File: config.mk
export PLATFORM = sky130hd
export DESIGN_NAME = bsg_xui_rr_arbiter
export DESIGN_NICKNAME = d
export VERILOG_FILES = /design/src/rtl/bsg_xui_pkg.sv /design/src/rtl/bsg_xui_tag_fifo.sv /design/src/rtl/bsg_xui_rr_arbiter.sv
export SDC_FILE = /design/constraint.sdc
export NUM_CORES = 1
export LEC_CHECK = 0
export ABC_CLOCK_PERIOD_IN_PS = 2850
export CAP_MARGIN = 20
export CORE_AREA = 5 5 251 253
export DETAILED_ROUTE_END_ITERATION = 10
export DIE_AREA = 0 0 256 258
export GPL_ROUTABILITY_DRIVEN = 0
export RECOVER_POWER = 25
export SYNTH_ARGS = -nofsm -noshare
export SYNTH_HDL_FRONTEND = slang
export SYNTH_SLANG_ARGS = --single-unit
File: constraint.sdc
create_clock -name clk_i -period 2.85 [get_ports clk_i]
set_input_delay 0.4275 -clock clk_i [delete_from_list [all_inputs] [get_ports clk_i]]
set_output_delay 0.4275 -clock clk_i [all_outputs]
set_load 0.05 [all_outputs]
File: src/rtl/bsg_xui_pkg.sv
// Shared types for the XUI round-robin arbiter.
//   xui_cmd_e : command encoding driven on app_cmd_o
//   state_e   : arbiter run/drain/idle state
package bsg_xui_pkg;

  typedef enum logic [2:0] {
    XuiCmdWrite = 3'b000,
    XuiCmdRead  = 3'b001
  } xui_cmd_e;

  typedef enum logic [1:0] {
    StRun,
    StDrain,
    StIdle
  } state_e;

  function automatic xui_cmd_e xui_cmd(input logic we);
    return we ? XuiCmdWrite : XuiCmdRead;
  endfunction

endpackage

File: src/rtl/bsg_xui_tag_fifo.sv
// Read-tag FIFO: remembers which requester owns each outstanding read so returning data
// can be steered back in issue order.
//   clk_i, reset_i  : clock, asynchronous active-high reset (empties the FIFO)
//   push_i, data_i  : enqueue a tag (ignored when full)
//   pop_i, data_o   : dequeue the head tag (ignored when empty); data_o is the head
//   full_o, empty_o : occupancy flags
//   count_o         : current number of stored tags
module bsg_xui_tag_fifo #(
  parameter int unsigned width_p = 2,
  parameter int unsigned els_p   = 8
) (
  input  logic                       clk_i,
  input  logic                       reset_i,
  input  logic                       push_i,
  input  logic [width_p-1:0]         data_i,
  input  logic                       pop_i,
  output logic [width_p-1:0]         data_o,
  output logic                       full_o,
  output logic                       empty_o,
  output logic [$clog2(els_p):0]     count_o
);

  localparam int unsigned PtrW = $clog2(els_p);
  localparam logic [PtrW:0]   CntOne  = (PtrW+1)'(1);
  localparam logic [PtrW:0]   CntFull = (PtrW+1)'(els_p);
  localparam logic [PtrW-1:0] PtrOne  = PtrW'(1);

  logic [width_p-1:0] mem_q [els_p];
  logic [PtrW-1:0]    wr_ptr_q, wr_ptr_d;
  logic [PtrW-1:0]    rd_ptr_q, rd_ptr_d;
  logic [PtrW:0]      count_q, count_d;
  logic               push, pop;

  assign full_o  = (count_q == CntFull);
  assign empty_o = (count_q == '0);
  assign count_o = count_q;
  assign data_o  = mem_q[rd_ptr_q];

  assign push = push_i & ~full_o;
  assign pop  = pop_i & ~empty_o;

  // Depth is a power of two, so pointers wrap by natural overflow.
  always_comb begin
    wr_ptr_d = wr_ptr_q;
    rd_ptr_d = rd_ptr_q;
    count_d  = count_q;
    if (push) begin
      wr_ptr_d = wr_ptr_q + PtrOne;
    end
    if (pop) begin
      rd_ptr_d = rd_ptr_q + PtrOne;
    end
    unique case ({push, pop})
      2'b10:   count_d = count_q + CntOne;
      2'b01:   count_d = count_q - CntOne;
      default: count_d = count_q;
    endcase
  end

  always_ff @(posedge clk_i or posedge reset_i) begin
    if (reset_i) begin
      wr_ptr_q <= '0;
      rd_ptr_q <= '0;
      count_q  <= '0;
    end else begin
      wr_ptr_q <= wr_ptr_d;
      rd_ptr_q <= rd_ptr_d;
      count_q  <= count_d;
    end
  end

  // Storage needs no reset: entries are only read after being written.
  always_ff @(posedge clk_i) begin
    if (push) begin
      mem_q[wr_ptr_q] <= data_i;
    end
  end

endmodule

File: src/rtl/bsg_xui_rr_arbiter.sv
// Round-robin arbiter multiplexing num_req_p requesters onto one Xilinx memory
// user interface (controller side). Writes are single-beat; reads are single-beat and
// their data is steered back to the issuing requester through a tag FIFO.
//   clk_i, reset_i          : clock, asynchronous active-high reset
//   req_v/we/addr/data/mask : per-requester command (mask bit 1 = byte not written)
//   req_ready_o             : one-hot command accept
//   resp_v_o, resp_data_o   : one-hot read-data valid, broadcast read data
//   drain_i, idle_o         : stop issuing and wait for outstanding reads; idle when done
//   err_o                   : sticky, read data arrived with no outstanding read
//   app_*                   : XUI command, write-data and read-data channels
module bsg_xui_rr_arbiter
  import bsg_xui_pkg::*;
#(
  parameter int unsigned addr_width_p = 28,
  parameter int unsigned data_width_p = 64,
  parameter int unsigned num_req_p    = 4,
  parameter int unsigned tag_els_p    = 8
) (
  input  logic                                  clk_i,
  input  logic                                  reset_i,

  input  logic [num_req_p-1:0]                  req_v_i,
  input  logic [num_req_p-1:0]                  req_we_i,
  input  logic [num_req_p*addr_width_p-1:0]     req_addr_i,
  input  logic [num_req_p*data_width_p-1:0]     req_data_i,
  input  logic [num_req_p*(data_width_p/8)-1:0] req_mask_i,
  output logic [num_req_p-1:0]                  req_ready_o,

  output logic [num_req_p-1:0]                  resp_v_o,
  output logic [data_width_p-1:0]               resp_data_o,

  input  logic                                  drain_i,
  output logic                                  idle_o,
  output logic                                  err_o,

  output logic [addr_width_p-1:0]               app_addr_o,
  output logic [2:0]                            app_cmd_o,
  output logic                                  app_en_o,
  input  logic                                  app_rdy_i,
  output logic                                  app_wdf_wren_o,
  output logic [data_width_p-1:0]               app_wdf_data_o,
  output logic [(data_width_p/8)-1:0]           app_wdf_mask_o,
  output logic                                  app_wdf_end_o,
  input  logic                                  app_wdf_rdy_i,
  input  logic                                  app_rd_data_valid_i,
  input  logic [data_width_p-1:0]               app_rd_data_i,
  input  logic                                  app_rd_data_end_i
);

  localparam int unsigned TagW  = $clog2(num_req_p);
  localparam int unsigned MaskW = data_width_p / 8;
  localparam int unsigned CntW  = $clog2(tag_els_p) + 1;
  localparam logic [TagW-1:0] LastReq = TagW'(num_req_p - 1);
  localparam logic [TagW:0]   NumReq  = (TagW+1)'(num_req_p);

  state_e            state_q, state_d;
  logic [TagW-1:0]   rr_q, rr_d;
  logic              err_q, err_d;

  logic [TagW-1:0]   grant;
  logic              grant_v;
  logic              grant_we;
  logic [TagW:0]     sum;
  logic [addr_width_p-1:0] grant_addr;
  logic [data_width_p-1:0] grant_data;
  logic [MaskW-1:0]        grant_mask;

  logic              issue;
  logic              tag_push, tag_pop;
  logic              tag_full, tag_empty;
  logic [TagW-1:0]   tag_head;
  logic [CntW-1:0]   tag_count;
  logic              drained;

  // Single-beat reads: the end-of-burst marker carries no information.
  logic unused_rd_end;
  assign unused_rd_end = app_rd_data_end_i;

  // First valid requester at or after rr_q, wrapping.
  always_comb begin
    grant   = rr_q;
    grant_v = 1'b0;
    sum     = '0;
    for (int unsigned k = 0; k < num_req_p; k++) begin
      sum = {1'b0, rr_q} + (TagW+1)'(k);
      if (sum >= NumReq) begin
        sum = sum - NumReq;
      end
      if (!grant_v && req_v_i[sum[TagW-1:0]]) begin
        grant   = sum[TagW-1:0];
        grant_v = 1'b1;
      end
    end
  end

  always_comb begin
    grant_addr = '0;
    grant_data = '0;
    grant_mask = '0;
    for (int unsigned i = 0; i < num_req_p; i++) begin
      if (grant == TagW'(i)) begin
        grant_addr = req_addr_i[i*addr_width_p +: addr_width_p];
        grant_data = req_data_i[i*data_width_p +: data_width_p];
        grant_mask = req_mask_i[i*MaskW +: MaskW];
      end
    end
  end

  assign grant_we = req_we_i[grant];

  // A full tag FIFO blocks reads even if a pop frees a slot this cycle.
  assign issue = ~reset_i & (state_q == StRun) & grant_v & app_rdy_i &
                 (grant_we ? app_wdf_rdy_i : ~tag_full);

  assign tag_push = issue & ~grant_we;
  assign tag_pop  = ~reset_i & app_rd_data_valid_i & ~tag_empty;

  bsg_xui_tag_fifo #(
    .width_p (TagW),
    .els_p   (tag_els_p)
  ) u_tag_fifo (
    .clk_i   (clk_i),
    .reset_i (reset_i),
    .push_i  (tag_push),
    .data_i  (grant),
    .pop_i   (tag_pop),
    .data_o  (tag_head),
    .full_o  (tag_full),
    .empty_o (tag_empty),
    .count_o (tag_count)
  );

  // FIFO will be empty after this cycle (no pushes happen outside StRun).
  assign drained = tag_empty | (tag_pop & (tag_count == CntW'(1)));

  always_comb begin
    state_d = state_q;
    unique case (state_q)
      StRun: begin
        if (drain_i) state_d = StDrain;
      end
      StDrain: begin
        if (!drain_i)    state_d = StRun;
        else if (drained) state_d = StIdle;
      end
      StIdle: begin
        if (!drain_i) state_d = StRun;
      end
      default: state_d = StRun;
    endcase
  end

  always_comb begin
    rr_d = rr_q;
    if (issue) begin
      rr_d = (grant == LastReq) ? '0 : grant + TagW'(1);
    end
  end

  assign err_d = err_q | (app_rd_data_valid_i & tag_empty);

  always_ff @(posedge clk_i or posedge reset_i) begin
    if (reset_i) begin
      state_q <= StRun;
      rr_q    <= '0;
      err_q   <= 1'b0;
    end else begin
      state_q <= state_d;
      rr_q    <= rr_d;
      err_q   <= err_d;
    end
  end

  always_comb begin
    req_ready_o = '0;
    resp_v_o    = '0;
    if (issue) begin
      req_ready_o[grant] = 1'b1;
    end
    if (tag_pop) begin
      resp_v_o[tag_head] = 1'b1;
    end
  end

  assign resp_data_o    = app_rd_data_i;
  assign app_en_o       = issue;
  assign app_cmd_o      = xui_cmd(grant_we);
  assign app_addr_o     = grant_addr;
  assign app_wdf_wren_o = issue & grant_we;
  assign app_wdf_end_o  = issue & grant_we;
  assign app_wdf_data_o = grant_data;
  assign app_wdf_mask_o = grant_mask;
  assign idle_o         = (state_q == StIdle);
  assign err_o          = err_q;

endmodule

======== Word-level counts from Yosys, hierarchy flattened ========
Memory sizes are Yosys's and may differ from the RTL's.
Index checks and enable logic that the tools add are counted.
cells by class
  add/sub/neg operators ................... 12
  $mul .................................... 0
  divide/modulo/power cells ............... 0
  order comparisons ....................... 12
  equality and inequality tests ........... 12
  shifts and indexed selects .............. 0
  muxes and demuxes ....................... 51
  bitwise logic cells ..................... 18
  reduce and logical (&&, ||, !) cells .... 13
operator list
  operator               count
  $mux W64               4
  $mux W28               4
  $mux W8                4
  $mux W2                13
  $lt A2 B3 Y1 const B   6
  $mux W1                15
  $and A1 B1 Y1          12
  $bmux W1 S2            5
  $ge A3 B3 Y1 const B   3
  $eq A2 B2 Y1 const B   4
  $mux W4                2
  $pmux W4 S2            1
  $sub A2 B1 Y2 const B  4
  $add A2 B2 Y3 const B  2
  $add A3 B1 Y3 const B  2
  $eq A2 B1 Y1 const B   3
  $pmux W2 S3            1
  $logic_and A1 B1 Y1    5
  $add A4 B1 Y4 const B  1
  $demux W1 S2           2
  $eq A4 B1 Y1 const B   1
  $eq A4 B4 Y1 const B   1
  $ge A2 B1 Y1 const B   2
  $logic_not A2 Y1       2
  other kinds (12)       19
word-level totals
  register bits ........................... 15
  bits in latches ......................... 0
  RAM bits ................................ 16
  ROM bits ................................ 0
  input bits .............................. 479
  memories kept ........................... 1
memories
  name              words  bits a word  read ports  clocked after Yosys merged registers in  wr ports  RTL line                RTL
  u_tag_fifo.mem_q  8      2            1           0                                        1         bsg_xui_tag_fifo.sv:28  logic [width_p-1:0] mem_q [els_p];

======== Depth between registers and ports, before layout ========
  depth after elaboration ................. 22
  gate-level depth with buffers ........... 14
  depth with buffers taken out ............ 11

======== Hierarchy ========
Synthesis repeated with hierarchy kept, for this count alone.
second synthesis, totals
  cell total of the unflattened synthesis .. 791
  area, all modules ....................... 5089.9 µm²
by module, submodules not included
  module              times used  cells each  area an instance (µm²)  sequential area each (µm²)
  bsg_xui_rr_arbiter  1           700         3826.2                  125.1
  bsg_xui_tag_fifo    1           91          1263.7                  730.7

======== Worst setup path before layout ========
No wires, ideal clock.
  path type ............................... input to output
  from .................................... in req_v_i[0]
  to ...................................... out app_addr_o[10]
  arrival time ............................ 3520 ps
  setup slack ............................. -1097 ps
  stages .................................. 12
  cells stage by stage .................... nor2b_1 o41ai_2 inv_1 ha_1 clkbuf_1 clkbuf_1 clkbuf_1 nor2_1 a21oi_1 nor2_1 a21oi_1 o21ai_0
on the way
  longest elaborated chain between the ends .. 17
  elaborated cells on any way between the ends .. 29
  those cells by class .................... eq/ne: 3; mux: 19; reduce/logical: 7
RTL lines
  what                           RTL line                   RTL
  start: declaration             bsg_xui_rr_arbiter.sv:22   input logic [num_req_p-1:0] req_v_i,
  $bmux W1 S2                    bsg_xui_rr_arbiter.sv:89   if (!grant_v && req_v_i[sum[TagW-1:0]]) begin
  $mux W1 (not written as such)  bsg_xui_rr_arbiter.sv:89
  $mux W1                        bsg_xui_rr_arbiter.sv:89
  $logic_not A1 Y1               bsg_xui_rr_arbiter.sv:89
  $logic_and A1 B1 Y1            bsg_xui_rr_arbiter.sv:89
  $mux W1                        bsg_xui_rr_arbiter.sv:89
  $logic_not A1 Y1               bsg_xui_rr_arbiter.sv:89
  $logic_and A1 B1 Y1            bsg_xui_rr_arbiter.sv:89
  $mux W1                        bsg_xui_rr_arbiter.sv:89
  $logic_not A1 Y1               bsg_xui_rr_arbiter.sv:89
  $logic_and A1 B1 Y1            bsg_xui_rr_arbiter.sv:89
  $mux W2 (*)                    bsg_xui_rr_arbiter.sv:89
  named net grant[1]             bsg_xui_rr_arbiter.sv:60   logic [TagW-1:0] grant;
  $logic_not A2 Y1               bsg_xui_rr_arbiter.sv:101  if (grant == TagW'(i)) begin
  $mux W28 (3 in a row)          bsg_xui_rr_arbiter.sv:101
  $mux W28 (*)                   bsg_xui_rr_arbiter.sv:101
  end: declaration               bsg_xui_rr_arbiter.sv:36   output logic [addr_width_p-1:0] app_addr_o,
The timed path passes the listed nets; every way through them passes the cells marked *. The select of a mux whose other input is x is not followed.

======== Final worst setup path ========
  from .................................... reg rr_q[1]
  to ...................................... out app_wdf_data_o[50]
on the way
  longest elaborated chain between the ends .. 19
  elaborated cells on any way between the ends .. 44
  those cells by class .................... add/sub: 7; order compare: 4; eq/ne: 3; mux: 23; reduce/logical: 7
RTL lines
  what                                                                    RTL line                   RTL
  start: declaration                                                      bsg_xui_rr_arbiter.sv:57   logic [TagW-1:0] rr_q, rr_d;
  start signal: assignment                                                bsg_xui_rr_arbiter.sv:169  rr_q <= rr_d;
  parallel branches: the longest is 13 deep, another holds $add A2 B1 Y3  n/a
  $mux W2 (*)                                                             bsg_xui_rr_arbiter.sv:89
  named net grant[1]                                                      bsg_xui_rr_arbiter.sv:60
  $logic_not A2 Y1                                                        bsg_xui_rr_arbiter.sv:101
  $mux W64 (3 in a row)                                                   bsg_xui_rr_arbiter.sv:101
  $mux W64 (*)                                                            bsg_xui_rr_arbiter.sv:101
  end: declaration                                                        bsg_xui_rr_arbiter.sv:41   output logic [data_width_p-1:0] app_wdf_data_o,
Mark *: on every way through the listed nets, which the timed path passes. The select of a mux whose other input is x is not followed.

==> impl_metrics.toml <==
[timing]
fmax_ghz = 0.325
rsz0062_at_grt = "yes"
final.setup.worst_slack_ns = -0.228
setup_viol = 101
finalMaxSlewViolations = 0
hold_viol = 0
slew_headroom_pct = 65.9
tightest_slew_ns = 0.511
skew_ns = 0.00613
post-route-period-util_pct = 108
hold_ws_ns = 0.476
period_minus_slack_ns = 3.08

[worst_setup_path]
critPathArrivalTime_ns = 2.65
startpoint_type = "register"
r2r_start = "rr_q[1]"
end_kind = "output pin"
critPathKind = "reg -> out"
cp.required_ns = 2.42
crit_fanout = 10
startpoint = "rr_q[1]"

[finish]
n_fill_cell = 6591
stdcell_count = 2340
layout_common_cells = "clkdlybuf4s50_1, nand2_1, nor2_1, buf_4, buf_12"
fin_nets = 2038
final_common_cell = "clkdlybuf4s50_1"
n_antenna_cell = 0
drive_gt1_share_pct = 37.2
area_delta_synth_final_pct = 185

[yosys]
synthSimpleGateAreaFrac_pct = 31.6
synth.area.mux_share_pct = 4.21
synth_edf_count = 16
ys_warn_count = 0
syn_inst = 979
synth_compound_area_share_pct = 29.6
synth_top_family_by_area = "simple AND/OR/NAND/NOR gates"
synth.distinct_cells = 35
synth_xor_area_share_pct = 1.28
ys.flop_type = "edfxtp_1"
seq_area_frac_synth_pct = 15.6
synthAdderAreaFrac_pct = 2.29
syn-cell-area_sq_um = 5470
ys_ff_latch = 31
synth_area_per_cell_sq_um = 5.59
synthArstFlopShare_pct = 48.4

[drt]
dr.first_iter.drc_count = 397
num_vias = 8746
avgViaCountPerCell = 3.74
dr.pass1.iters = 5
ant_nets = 0
drt_wl_total_um = 37800
wl_per_cell_um = 16.2
drc = 0

[floorplan]
coreArea_sq_um = 60800
rows = 91
start_util_pct = 9.00
dieArea_sq_um = 66000
io_pins = 659
fp.dieW_um = 256
die_h_um = 258

[global_routing]
gr-usage-all-layers_pct = 10.4
gr-total-overflow = 0
grt_pass1_vias = 9062
grt_max_degree = 36
antenna_found_initial = 0
grt_pass1_wl_um = 53700

[place]
post-place-cells = 2312
portBuffers = 527
dp_hpwl_um = 31300
post-place-ws_ns = -0.665

[cts]
cts.sinks = 31
clk_pin_slew_worst_paths_ns = 0.05
htreeDepth = 2
cts_root_buf = "clkbuf_16"
cts_made_buffers = 5
insertion_delay_ns = 0.27
hold_buffers = 0
cts_buffer_depth = 2
cts_tree = "done"

[flow_run]
drv_cap = 0

[run_status]
outcome = "finished with violations"
violations = "setup timing"

[pwr]
ir_worst_vdd_mv = 0.673
p_leak_nw = 5.90
power_mw = 18.3
p_per_area_nw_per_um2 = 1170

[min_path]
hold_class = "reg -> reg"
hp-start = "err_o"
path summary, 6_finish.rpt:
check                                   endpoint  slack (ns)  cells after the start
setup / recovery              app_wdf_data_o[50]       -0.23                     13
hold / removal                             err_o        0.48                      1
setup reg to reg           u_tag_fifo.count_o[2]        0.14                     13
hold reg to reg                            err_o        0.48                      1
max in group asynchronous                rr_q[1]        2.02                      4
min in group asynchronous                  err_o        0.63                      4
stage by stage:
step	setup TNS [ns]	cell area [sq um]	utilization, %
final	-9.07	15600	25.6
after global routing	-23.42	15600	25.6
after CTS	-11.28	15300	25.2
after detailed placement	-57.06	14300	23.5
after global placement	-54.22	14300	23.5
after floorplan	-2.38	6720	-
worst max-delay path, cell delays in order, from the launching register on:
cell     delay, ns
dfrtp_2       0.47
nor3_2        0.26
o41ai_4       0.12
buf_4         0.15
buf_12        0.12
ha_4          0.21
buf_12        0.16
buf_4         0.15
buf_12        0.13
nor2_1        0.10
a21oi_1       0.05
buf_4         0.14
o21ai_4       0.13
buf_8         0.16
cells in the mapped netlist, drive strengths merged, types with 4 or more instances:
cell	number	area share, %
nor2	212	15
dfrtp	15	6.9
inv	11	0.75
mux4	5	2.1
a21oi	203	19
nand2	208	14
ha	10	2.3
nor2b	5	0.57
o21ai	103	9.4
xnor2	5	0.80
edfxtp	16	8.8
and2	4	0.55
nor3	6	0.55
clkbuf	74	5.1
buf	71	9.5
mux2	6	1.4
registers in the layout, summed over array words and instances, names as in the netlist:
name                 flops
u_tag_fifo.rd_ptr_q      3
err_o                    1
u_tag_fifo.wr_ptr_q      3
state_q                  2
u_tag_fifo.mem_q        16
rr_q                     2
u_tag_fifo.count_o       4
metal layers:
| metal | part of all wire (%) | track usage (%) | vias up |
|---|---|---|---|
| met1 | 37 | 11.1 | 3910 |
| met5 | 0 | 0 | - |
| met3 | 8.9 | 3.66 | 41 |
| met4 | 2.9 | 2.74 | 0 |
| met2 | 51 | 19.5 | 462 |
| li1 | - | - | 4333 |
report_power, final:
part	total (mW)	leakage, nW	switching [mW]	internal, mW
clock	0.553	0.0772	0.182	0.371
sequential	0.776	0.320	0.166	0.610
combinational	16.9	5.50	9.23	7.72
what timing repair did:
action / 4_1_cts / 5_1_grt
setup buffers: 10 / 5
setup endpoints to repair: 117 / 109
endpoints found under the hold margin: 0 / 0
pin swaps: 8 / 9
gates cloned: 4 / 1
gates resized for setup: 183 / 65
logic make-up (layout without fill, tap and decap cells):
logic type,after synthesis,after routing
AO/OA/AOI/OAI,315,315
adder cells (fa/ha/maj),10,10
other,1,2
buffers and inverters,156,726
multiplexers,14,14
flip-flops,31,31
XOR/XNOR,8,8
AND/OR/NAND/NOR,444,444
layout make-up:
cell class,instances,area [sq um],share of cell area [%]
timing repair buffer,707,8010,51.4
sequential,31,860,5.52
multi-input combinational,793,5530,35.5
tap,790,988,6.34
inverter,11,41.3,0.265
clock buffer,8,156,1.00
No activity file was read; power rests on OpenSTA's default activity.
